$ cat src/rtl/riscv_state_pkg.sv
// Shared types for the cache-maintenance controller: FSM state encoding,
// the captured operation set, and the "next flagged operation" helper.
package riscv_state_pkg;

  typedef enum logic [2:0] {
    IDLE     = 3'd0,
    DC_CLEAN = 3'd1,
    DC_INV   = 3'd2,
    IC_INV   = 3'd3,
    RESTART  = 3'd4
  } cm_state_t;

  typedef struct packed {
    logic dc_clean;
    logic dc_inv;
    logic ic_inv;
  } cm_ops_t;

  // Operations always run in the order DC_CLEAN, DC_INV, IC_INV; any flagged
  // operation that lies after the current state is the next one to run.
  function automatic cm_state_t cm_next_op(cm_state_t cur, cm_ops_t ops);
    cm_next_op = RESTART;
    if (ops.ic_inv && (cur == IDLE || cur == DC_CLEAN || cur == DC_INV)) cm_next_op = IC_INV;
    if (ops.dc_inv && (cur == IDLE || cur == DC_CLEAN))                  cm_next_op = DC_INV;
    if (ops.dc_clean && (cur == IDLE))                                    cm_next_op = DC_CLEAN;
  endfunction

endpackage

$ cat src/rtl/riscv_cm_timer.sv
// Wait-state watchdog: counts cycles spent in one wait state without an ack
// and flags expiry on the TIMEOUT_CYCLES-th such cycle.
module riscv_cm_timer #(
  parameter int unsigned TIMEOUT_CYCLES = 256
) (
  input  logic clk_i,
  input  logic rst_ni,
  input  logic wait_i,
  input  logic ack_i,
  output logic expired_o
);

  localparam int unsigned CW = (TIMEOUT_CYCLES > 2) ? $clog2(TIMEOUT_CYCLES) : 1;

  logic [CW-1:0] cnt_q;

  assign expired_o = wait_i && !ack_i && (cnt_q == CW'(TIMEOUT_CYCLES - 1));

  // Leaving a wait state (ack or expiry) zeroes the count, so the next wait
  // state starts from zero even when entered back-to-back.
  always_ff @(posedge clk_i or negedge rst_ni) begin
    if (!rst_ni) begin
      cnt_q <= '0;
    end else if (!wait_i || ack_i || expired_o) begin
      cnt_q <= '0;
    end else begin
      cnt_q <= cnt_q + 1'b1;
    end
  end

endmodule

$ cat src/rtl/riscv_cm_ctrl.sv
// Cache-maintenance sequencer: stalls the pipeline, walks the requested cache
// operations in fixed order, then redirects fetch. Define RV_CM_TIMEOUT_EN to add the watchdog.
module riscv_cm_ctrl
  import riscv_state_pkg::*;
#(
  parameter int unsigned XLEN           = 32,
  parameter int unsigned TIMEOUT_CYCLES = 256
) (
  input  logic            clk_i,
  input  logic            rst_ni,
  input  logic            st_flush_i,
  input  logic            cm_dc_clean_i,
  input  logic            cm_dc_invalidate_i,
  input  logic            cm_ic_invalidate_i,
  input  logic [XLEN-1:0] bu_nxt_pc_i,
  output logic            dc_clean_req_o,
  input  logic            dc_clean_ack_i,
  output logic            dc_inv_req_o,
  input  logic            dc_inv_ack_i,
  output logic            ic_inv_req_o,
  input  logic            ic_inv_ack_i,
  output logic            cm_stall_o,
  output logic            cm_busy_o,
  output logic            cm_restart_o,
  output logic [XLEN-1:0] cm_restart_pc_o,
  output logic            cm_timeout_o
);

  if (TIMEOUT_CYCLES < 2) begin : g_bad_timeout
    $error("riscv_cm_ctrl: TIMEOUT_CYCLES must be at least 2");
  end

  cm_state_t       state_q, state_d;
  cm_ops_t         ops_q, ops_d;
  logic [XLEN-1:0] pc_q, pc_d;
  logic            abort_q, abort_d;
  logic            trigger, in_wait, ack, timeout;

  assign trigger = cm_dc_clean_i | cm_dc_invalidate_i | cm_ic_invalidate_i;
  assign in_wait = (state_q == DC_CLEAN) || (state_q == DC_INV) || (state_q == IC_INV);

  always_comb begin
    ack = 1'b0;
    unique case (state_q)
      DC_CLEAN: ack = dc_clean_ack_i;
      DC_INV:   ack = dc_inv_ack_i;
      IC_INV:   ack = ic_inv_ack_i;
      default:  ack = 1'b0;
    endcase
  end

`ifdef RV_CM_TIMEOUT_EN
  riscv_cm_timer #(
    .TIMEOUT_CYCLES(TIMEOUT_CYCLES)
  ) u_timer (
    .clk_i    (clk_i),
    .rst_ni   (rst_ni),
    .wait_i   (in_wait),
    .ack_i    (ack),
    .expired_o(timeout)
  );
`else
  assign timeout = 1'b0;
`endif

  // NOTE: every always_comb output gets a default before any branch; a path
  // that leaves one unassigned would infer a latch.
  always_comb begin
    state_d = state_q;
    ops_d   = ops_q;
    pc_d    = pc_q;
    abort_d = abort_q | ((state_q != IDLE) & st_flush_i);
    unique case (state_q)
      IDLE: begin
        if (trigger) begin
          ops_d   = '{dc_clean: cm_dc_clean_i, dc_inv: cm_dc_invalidate_i, ic_inv: cm_ic_invalidate_i};
          pc_d    = bu_nxt_pc_i;
          abort_d = st_flush_i;
          state_d = cm_next_op(IDLE, ops_d);
        end
      end
      DC_CLEAN, DC_INV, IC_INV: begin
        if (ack || timeout) state_d = cm_next_op(state_q, ops_q);
      end
      RESTART: state_d = IDLE;
      default: state_d = IDLE;
    endcase
  end

  // NOTE: sequential state uses non-blocking assignments only, with an
  // asynchronous active-low clear of every register.
  always_ff @(posedge clk_i or negedge rst_ni) begin
    if (!rst_ni) begin
      state_q <= IDLE;
      ops_q   <= '0;
      pc_q    <= '0;
      abort_q <= 1'b0;
    end else begin
      state_q <= state_d;
      ops_q   <= ops_d;
      pc_q    <= pc_d;
      abort_q <= abort_d;
    end
  end

  // Requests decode straight from state so a reset removes them at once.
  assign dc_clean_req_o  = (state_q == DC_CLEAN);
  assign dc_inv_req_o    = (state_q == DC_INV);
  assign ic_inv_req_o    = (state_q == IC_INV);
  assign cm_busy_o       = (state_q != IDLE);
  assign cm_stall_o      = cm_busy_o | trigger;
  assign cm_restart_o    = (state_q == RESTART) && !abort_q;
  assign cm_restart_pc_o = pc_q;
  assign cm_timeout_o    = timeout;

endmodule
$ cat config.mk
export PLATFORM = sky130hd
export DESIGN_NAME = riscv_cm_ctrl
export DESIGN_NICKNAME = d
export VERILOG_FILES = /design/src/rtl/riscv_state_pkg.sv /design/src/rtl/riscv_cm_timer.sv /design/src/rtl/riscv_cm_ctrl.sv
export SDC_FILE = /design/constraint.sdc
export NUM_CORES = 1
export LEC_CHECK = 0
export BUFFER_PORTS_ARGS = -buffer_cell sky130_fd_sc_hd__buf_4
export CAP_MARGIN = 20
export CORE_MARGIN = 5
export CORE_UTILIZATION = 30
export DETAILED_ROUTE_END_ITERATION = 10
export SETUP_SLACK_MARGIN = 0.02
export SLEW_MARGIN = 40
export SYNTH_ARGS = -nofsm -noshare
export SYNTH_HDL_FRONTEND = slang
export SYNTH_HIERARCHICAL = 1
export SYNTH_SLANG_ARGS = --single-unit
$ cat constraint.sdc
create_clock -name clk_i -period 2.2 [get_ports clk_i]
set_input_delay 0.22 -clock clk_i [delete_from_list [all_inputs] [get_ports clk_i]]
set_output_delay 0.22 -clock clk_i [all_outputs]
set_load 0.01 [all_outputs]
==> summary.txt, run 1 <==
Place
  • Post-DP HPWL: 2720 um
  • Last weighted congestion value of the routability-driven placer: 0.787
  • Post-place instance area: 0.00237 sq mm
  • Count of buffers from port buffering: 78
  • Worst slack at placement: 0.381 ns

Final layout
  • Finished Core Util: 44.6%
  • N_diodes: 0
  • Number of filler cells placed in the layout: 547
  • Leading cell type in the layout, fill and taps excluded: sky130_fd_sc_hd__buf_4
  • Net count reported at finish: 234
  • Commonest cells after routing, fill and taps aside: sky130_fd_sc_hd__buf_4 (78), sky130_fd_sc_hd__dfrtp_1 (38), sky130_fd_sc_hd__mux2_4 (30)
  • Area of all placed cells without fillers: 0.00249 sq mm
  • Share of layout cells above drive strength 1: 62.4%
  • Layout overhead on the synthesized area: 42.5%

Floorplan
  • I/O pin count: 80
  • Die boundary height: 86.3 um
  • Die W: 86.3 um
  • Cell row count: 27
  • Die ar.: 0.00744 sq mm
  • Std-Cell Core Area: 0.00557 sq mm
  • Effective utilization at floorplan: 31.3%

Pwr
  • Internal portion of total power: 2.59 mW
  • Power density over the cells: 1530 mW/mm^2
  • Peak supply drop: 569 uV
  • Share of total power in the clock network: 15.1%
  • Leakage dissipation: 1.21 nW
  • Power share of the sequential group: 35.0%
  • Switching share of total power: 32.1%
  • Switching power of the nets: 1.22 mW
  • Part of the total power dissipated in combinational logic: 50.0%

Detailed routing
  • Remaining routing DRC violations: 0
  • Routed WL: 3730 um
  • Number of routed nets with antenna violations: 0
  • Average vias per placed instance: 4.35
  • Iteration-0 DRC count of the detailed router: 19
  • Post-detailed-route wirelength per cell: 14.0 um
  • First-pass detailed-route iteration total: 4
  • Vias: 1158

Synth
  • Largest area contributor in the netlist: sky130_fd_sc_hd__dfrtp_1
  • Number of enable flip-flop cells after synthesis: 0
  • Avg Synthesized Cell Area: 15.7 sq um
  • Synth async-reset ratio: 100%
  • Top-area cell type share of the netlist area: 54.5%
  • Synth Warn #: 6
  • Dominant synthesized flop cell: sky130_fd_sc_hd__dfrtp_1
  • Unique masters post-synth: 27
  • Netlist area before placement: 0.00175 sq mm
  • Number of storage elements in the synthesis netlist: 38
  • Syn_nets: 152
  • Mapped Cells: 111
  • Sequential fraction of the synthesis area: 54.5%
  • Cells taking the most area after synthesis: sky130_fd_sc_hd__dfrtp_1 (54%), sky130_fd_sc_hd__mux2_4 (26%), sky130_fd_sc_hd__buf_12 (3.4%)

Worst setup path
  • Start-to-end type of the worst setup path: reg2reg
  • Crit. End Element: flop
  • CP arrival: 2.01 ns
  • Startpoint Class: flop
  • Number of cells traversed by the worst register-to-register path: 5
  • Maximum fanout encountered on the critical timing path: 26
  • Data required time at the worst endpoint: 2.37 ns

Global route
  • Grt ovf: 0
  • Global-route total usage across every layer: 10.5%
  • Antenna violations before repair: 0
  • Maximum number of pins on one net before global-route repair: 39
  • Vias in the first global route: 1240
  • First-pass GRT wire length: 6190 um

Hold path
  • Hold Path Depth: 2
  • Class of the most critical hold timing path: in2reg

Clocking
  • Clock root buffer master: sky130_fd_sc_hd__clkbuf_8
  • Skew-Pair Late Insertion Delay: 0.29 ns
  • Clock slew at reported path FFs: 0.07 ns
  • Deepest clock path buffer count: 2
  • TritonCTS Buffers: 5
  • # clock sinks: 38
  • # H-tree levels: 2
  • CTS tree: yes

Timing
  • Number of pins with negative max-slew slack in the final report: 0
  • Fmax: 0.546 GHz
  • Unrepaired setup endpoints after global routing: false
  • Setup Skew: 0.00437 ns
  • Total Negative Setup Slacks: 0 ns
  • Final worst-path setup slack: 0.369 ns
  • Min cycle time layout: 1.83 ns
  • Number of failing hold endpoints at the final stage: 0
  • Number of endpoints failing setup at the final stage: 0
  • Share of the clock period used by the worst path after layout: 83.2%

Job
  • Count of maximum capacitance violations: 0

Run status
  • Result of the run: completed
==> path summary, 6_finish.rpt <==
| path | from | to | slack [ns] |
|---|---|---|---|
| max | state_q[1]$_DFFE_PN0P_ | cm_restart_pc_o[29]$_DFFE_PN0P_ | 0.37 |
| min | bu_nxt_pc_i[0] | cm_restart_pc_o[0]$_DFFE_PN0P_ | 0.15 |
| max reg2reg | state_q[1]$_DFFE_PN0P_ | cm_restart_pc_o[29]$_DFFE_PN0P_ | 0.37 |
| min reg2reg | cm_restart_pc_o[2]$_DFFE_PN0P_ | cm_restart_pc_o[2]$_DFFE_PN0P_ | 0.50 |
| max in group asynchronous | rst_ni | cm_restart_pc_o[18]$_DFFE_PN0P_ | 1.42 |
| min in group asynchronous | rst_ni | cm_restart_pc_o[10]$_DFFE_PN0P_ | 0.45 |
==> layer usage <==
layer  GRT usage, %  part of all wire, %  vias to the layer above  routed length [um]
met5              0                    0                        -                   0
met4           3.26                  1.1                        0                  42
met3           4.56                   11                        6                 406
met2           14.2                   42                       63                1550
met1           14.9                   46                      537                1730
li1               -                    -                      552                   -
==> Yosys cell counts (2+ instances only) <==
cell and count:
sky130_fd_sc_hd__mux2_1 3, sky130_fd_sc_hd__a31oi_1 2, sky130_fd_sc_hd__nor2_1 2, sky130_fd_sc_hd__o21ai_0 2
sky130_fd_sc_hd__nor2b_1 4, sky130_fd_sc_hd__a22o_1 2, sky130_fd_sc_hd__nand2b_1 4, sky130_fd_sc_hd__a21oi_1 3
sky130_fd_sc_hd__nand2_1 3, sky130_fd_sc_hd__dfrtp_1 38, sky130_fd_sc_hd__mux2_4 30, sky130_fd_sc_hd__buf_12 3
==> critical path: stages (launching register included) <==
cell	delay (ns)
sky130_fd_sc_hd__dfrtp_1	0.52
sky130_fd_sc_hd__nor3_4	0.29
sky130_fd_sc_hd__inv_2	0.10
sky130_fd_sc_hd__nor2_8	0.22
sky130_fd_sc_hd__buf_12	0.26
sky130_fd_sc_hd__mux2_4	0.32
==> stage by stage <==
stage | power [mW] | instances | hold slack [ns]
2_1_floorplan | 2.59 | 111 | -0.0756
3_3_place_gp | 3.25 | 257 | 0.217
3_5_place_dp | 3.27 | 257 | 0.224
4_1_cts | 3.88 | 266 | 0.134
5_1_grt | 4.08 | 266 | 0.142
6_report | 3.81 | 266 | 0.146
==> sequential cells by signal, summed over array words and instances (netlist names) <==
| name | count |
|---|---|
| cm_restart_pc_o | 32 |
| state_q | 3 |
| ops_q | 2 |
| abort_q | 1 |
==> logic make-up after synthesis <==
family | Yosys count | share of synthesized area, %
and+or+nand+nor | 21 | 8.53
muxes | 34 | 28.3
other | 1 | 0.215
buffers and inverters | 6 | 4.37
AOI/OAI and AO/OA | 11 | 4.09
DFF | 38 | 54.5
==> what timing repair did <==
item | CTS | global route
resized for setup | 0 | 0
buffers inserted | 0 | 0
endpoints found under the setup margin | 0 | 0
hold buffers | 1 | 0
endpoints found under the hold margin | 38 | 0
==> power by group through the flow <==
stage               Clock [mW]  Combinational, mW  Sequential (mW)
finish                   0.574               1.91             1.33
global route             0.630               2.05             1.40
CTS                      0.602               1.94             1.34
detailed placement           0               1.93             1.34
global placement             0               1.90             1.35
floorplan                    0               1.17             1.42
==> layout make-up <==
cell class	instances	area (sq um)	share of cell area (%)
inverters	1	3.75	0.151
clock buffers	5	68.8	2.77
repair buffers	80	616	24.7
multi-input cells	67	718	28.9
well taps	72	90.1	3.62
flip-flops and latches	38	951	38.2
clock inverters	3	40.0	1.61
No activity file was read; power rests on OpenSTA's default activity.
==> inputs of run 2 (changes only) <==
clock period = 1.7 ns   (was 2.2 ns; I/O delays follow)
==> run 2 against run 1 <==
Against the previous run: routed wire length is 1.3% higher; worst hold slack worse by 0.050 ns; die area is the same; first-iteration DRC count increased by 130%; via count up 1.2%; worst setup slack lost 0.22 ns.
==> summary.txt, run 2 (same netlist as run 1, synthesis figures left out) <==
Global route
  • Vias in the first global route: 1277
  • Antenna violations before repair: 0
  • Global-route total usage across every layer: 10.4%
  • First-pass GRT wire length: 6120 um
  • Maximum number of pins on one net before global-route repair: 39
  • Grt ovf: 0

Timing
  • Number of failing hold endpoints at the final stage: 0
  • Final worst-path setup slack: 0.147 ns
  • Min cycle time layout: 1.55 ns
  • Fmax: 0.644 GHz
  • Share of the clock period used by the worst path after layout: 91.4%
  • Fin Hold WS: 0.0960 ns
  • Total Negative Setup Slacks: 0 ns
  • Setup Skew: 0.00542 ns
  • Number of endpoints failing setup at the final stage: 0
  • Unrepaired setup endpoints after global routing: false
  • Number of pins with negative max-slew slack in the final report: 0

Hold path
  • Hold Path Depth: 2
  • Class of the most critical hold timing path: in2reg
  • Launch point of the worst hold path: bu_nxt_pc_i[0]

Worst setup path
  • Number of cells traversed by the worst register-to-register path: 5
  • Data required time at the worst endpoint: 1.87 ns
  • End of the worst register-to-register path: cm_restart_pc_o[20]$_DFFE_PN0P_
  • Startpoint Class: flop
  • Reg2reg setup slack: 0.15 ns
  • CP Capture Point: cm_restart_pc_o[20]$_DFFE_PN0P_
  • CP arrival: 1.72 ns
  • Start-to-end type of the worst setup path: reg2reg
  • Crit. End Element: flop
  • Maximum fanout encountered on the critical timing path: 26
  • Critical path startpoint: state_q[2]$_DFFE_PN0P_
  • FF-to-FF Start: state_q[2]$_DFFE_PN0P_

Final layout
  • Commonest cells after routing, fill and taps aside: sky130_fd_sc_hd__buf_4 (82), sky130_fd_sc_hd__dfrtp_1 (38), sky130_fd_sc_hd__mux2_4 (30)
  • Share of layout cells above drive strength 1: 63.1%
  • N_diodes: 0
  • Max FFs per register: 32
  • Number of filler cells placed in the layout: 537
  • Area of all placed cells without fillers: 0.00252 sq mm
  • Leading cell type in the layout, fill and taps excluded: sky130_fd_sc_hd__buf_4
  • Final Non-Filler Cells: 270
  • Net count reported at finish: 238
  • Layout overhead on the synthesized area: 44.2%

Clocking
  • Skew-Pair Late Insertion Delay: 0.28 ns
  • Clock root buffer master: sky130_fd_sc_hd__clkbuf_8
  • # H-tree levels: 2
  • TritonCTS Buffers: 5
  • Deepest clock path buffer count: 2
  • CTS tree: yes
  • # clock sinks: 38
  • Clock slew at reported path FFs: 0.08 ns

Floorplan
  • Effective utilization at floorplan: 31.3%
  • Die boundary height: 86.3 um
  • Std-Cell Core Area: 0.00557 sq mm
  • Die ar.: 0.00744 sq mm
  • I/O pin count: 80
  • Cell row count: 27
  • Die W: 86.3 um

Detailed routing
  • First-pass detailed-route iteration total: 4
  • Post-detailed-route wirelength per cell: 14.0 um
  • Routed WL: 3780 um
  • Met1 WL: 1740 um
  • Vias: 1172
  • Remaining routing DRC violations: 0
  • Number of routed nets with antenna violations: 0
  • Met2 wire length: 1580 um
  • Iteration-0 DRC count of the detailed router: 43
  • Average vias per placed instance: 4.34
  • Met3 Wirelength: 445 um
  • Highest layer used for signal routing: met4

Place
  • Worst slack at placement: 0.163 ns
  • Post-DP HPWL: 2790 um
  • Count of buffers from port buffering: 78
  • Post-place instance area: 0.00240 sq mm
  • Total placed cells including tap cells: 261
  • Last weighted congestion value of the routability-driven placer: 0.748

Pwr
  • Leakage dissipation: 1.23 nW
  • Share of total power in the clock network: 14.8%
  • Part of the total power dissipated in combinational logic: 51.9%
  • Internal portion of total power: 3.42 mW
  • Peak supply drop: 699 uV
  • Power share of the sequential group: 33.2%
  • Power density over the cells: 2000 mW/mm^2
  • Switching power of the nets: 1.61 mW
  • Switching share of total power: 32.1%

Job
  • Count of maximum capacitance violations: 0

Run status
  • Result of the run: completed
run 2: metrics by stage:
stage / util, % / power, mW
floorplan: - / 3.35
CTS: 45.2 / 5.11
global route: 45.2 / 5.37
global placement: 43.0 / 4.29
finish: 45.2 / 5.03
detailed placement: 43.0 / 4.33
run 2: worst min path at each step:
stage                                                 end  slack [ns]
after global routing       cm_restart_pc_o[2]$_DFFE_PN0P_        0.08
after CTS                  cm_restart_pc_o[0]$_DFFE_PN0P_        0.09
final                      cm_restart_pc_o[0]$_DFFE_PN0P_         0.1
after global placement    cm_restart_pc_o[28]$_DFFE_PN0P_        0.17
after detailed placement  cm_restart_pc_o[10]$_DFFE_PN0P_        0.17
after floorplan                         abort_q$_DFF_PN0_       -0.13
run 2: power groups by stage:
stage	Sequential (mW)	Combinational [mW]	Clock, mW
6_report	1.67	2.61	0.747
5_1_grt	1.75	2.80	0.815
4_1_cts	1.68	2.66	0.775
3_5_place_dp	1.68	2.65	0
3_3_place_gp	1.69	2.59	0
2_1_floorplan	1.84	1.51	0
run 2: layout make-up:
cell class | instances | area [sq um] | area share (%)
inverters | 1 | 3.75 | 0.149
well taps | 72 | 90.1 | 3.58
repair buffers | 84 | 646 | 25.6
multi-input cells | 67 | 718 | 28.5
flip-flops and latches | 38 | 951 | 37.8
clock buffers | 5 | 68.8 | 2.73
clock inverters | 3 | 40.0 | 1.59
run 2: worst max-delay path: stages (launching register included):
cell and delay [ns]:
sky130_fd_sc_hd__dfrtp_1 0.48, sky130_fd_sc_hd__nor3_4 0.17, sky130_fd_sc_hd__inv_2 0.09, sky130_fd_sc_hd__nor2_8 0.13, sky130_fd_sc_hd__buf_12 0.22, sky130_fd_sc_hd__mux2_4 0.32
run 2: timing repair:
item	4_1_cts	5_1_grt
buffers inserted	0	0
gates resized for setup	0	0
setup endpoints to repair	0	0
endpoints found under the hold margin	38	0
hold buffers	1	0
run 2: metal layers:
metal,up-vias,global-route usage (%)
li1,559,-
met1,542,14.2
met2,66,15.6
met3,5,4.47
met4,0,2.12
met5,-,0
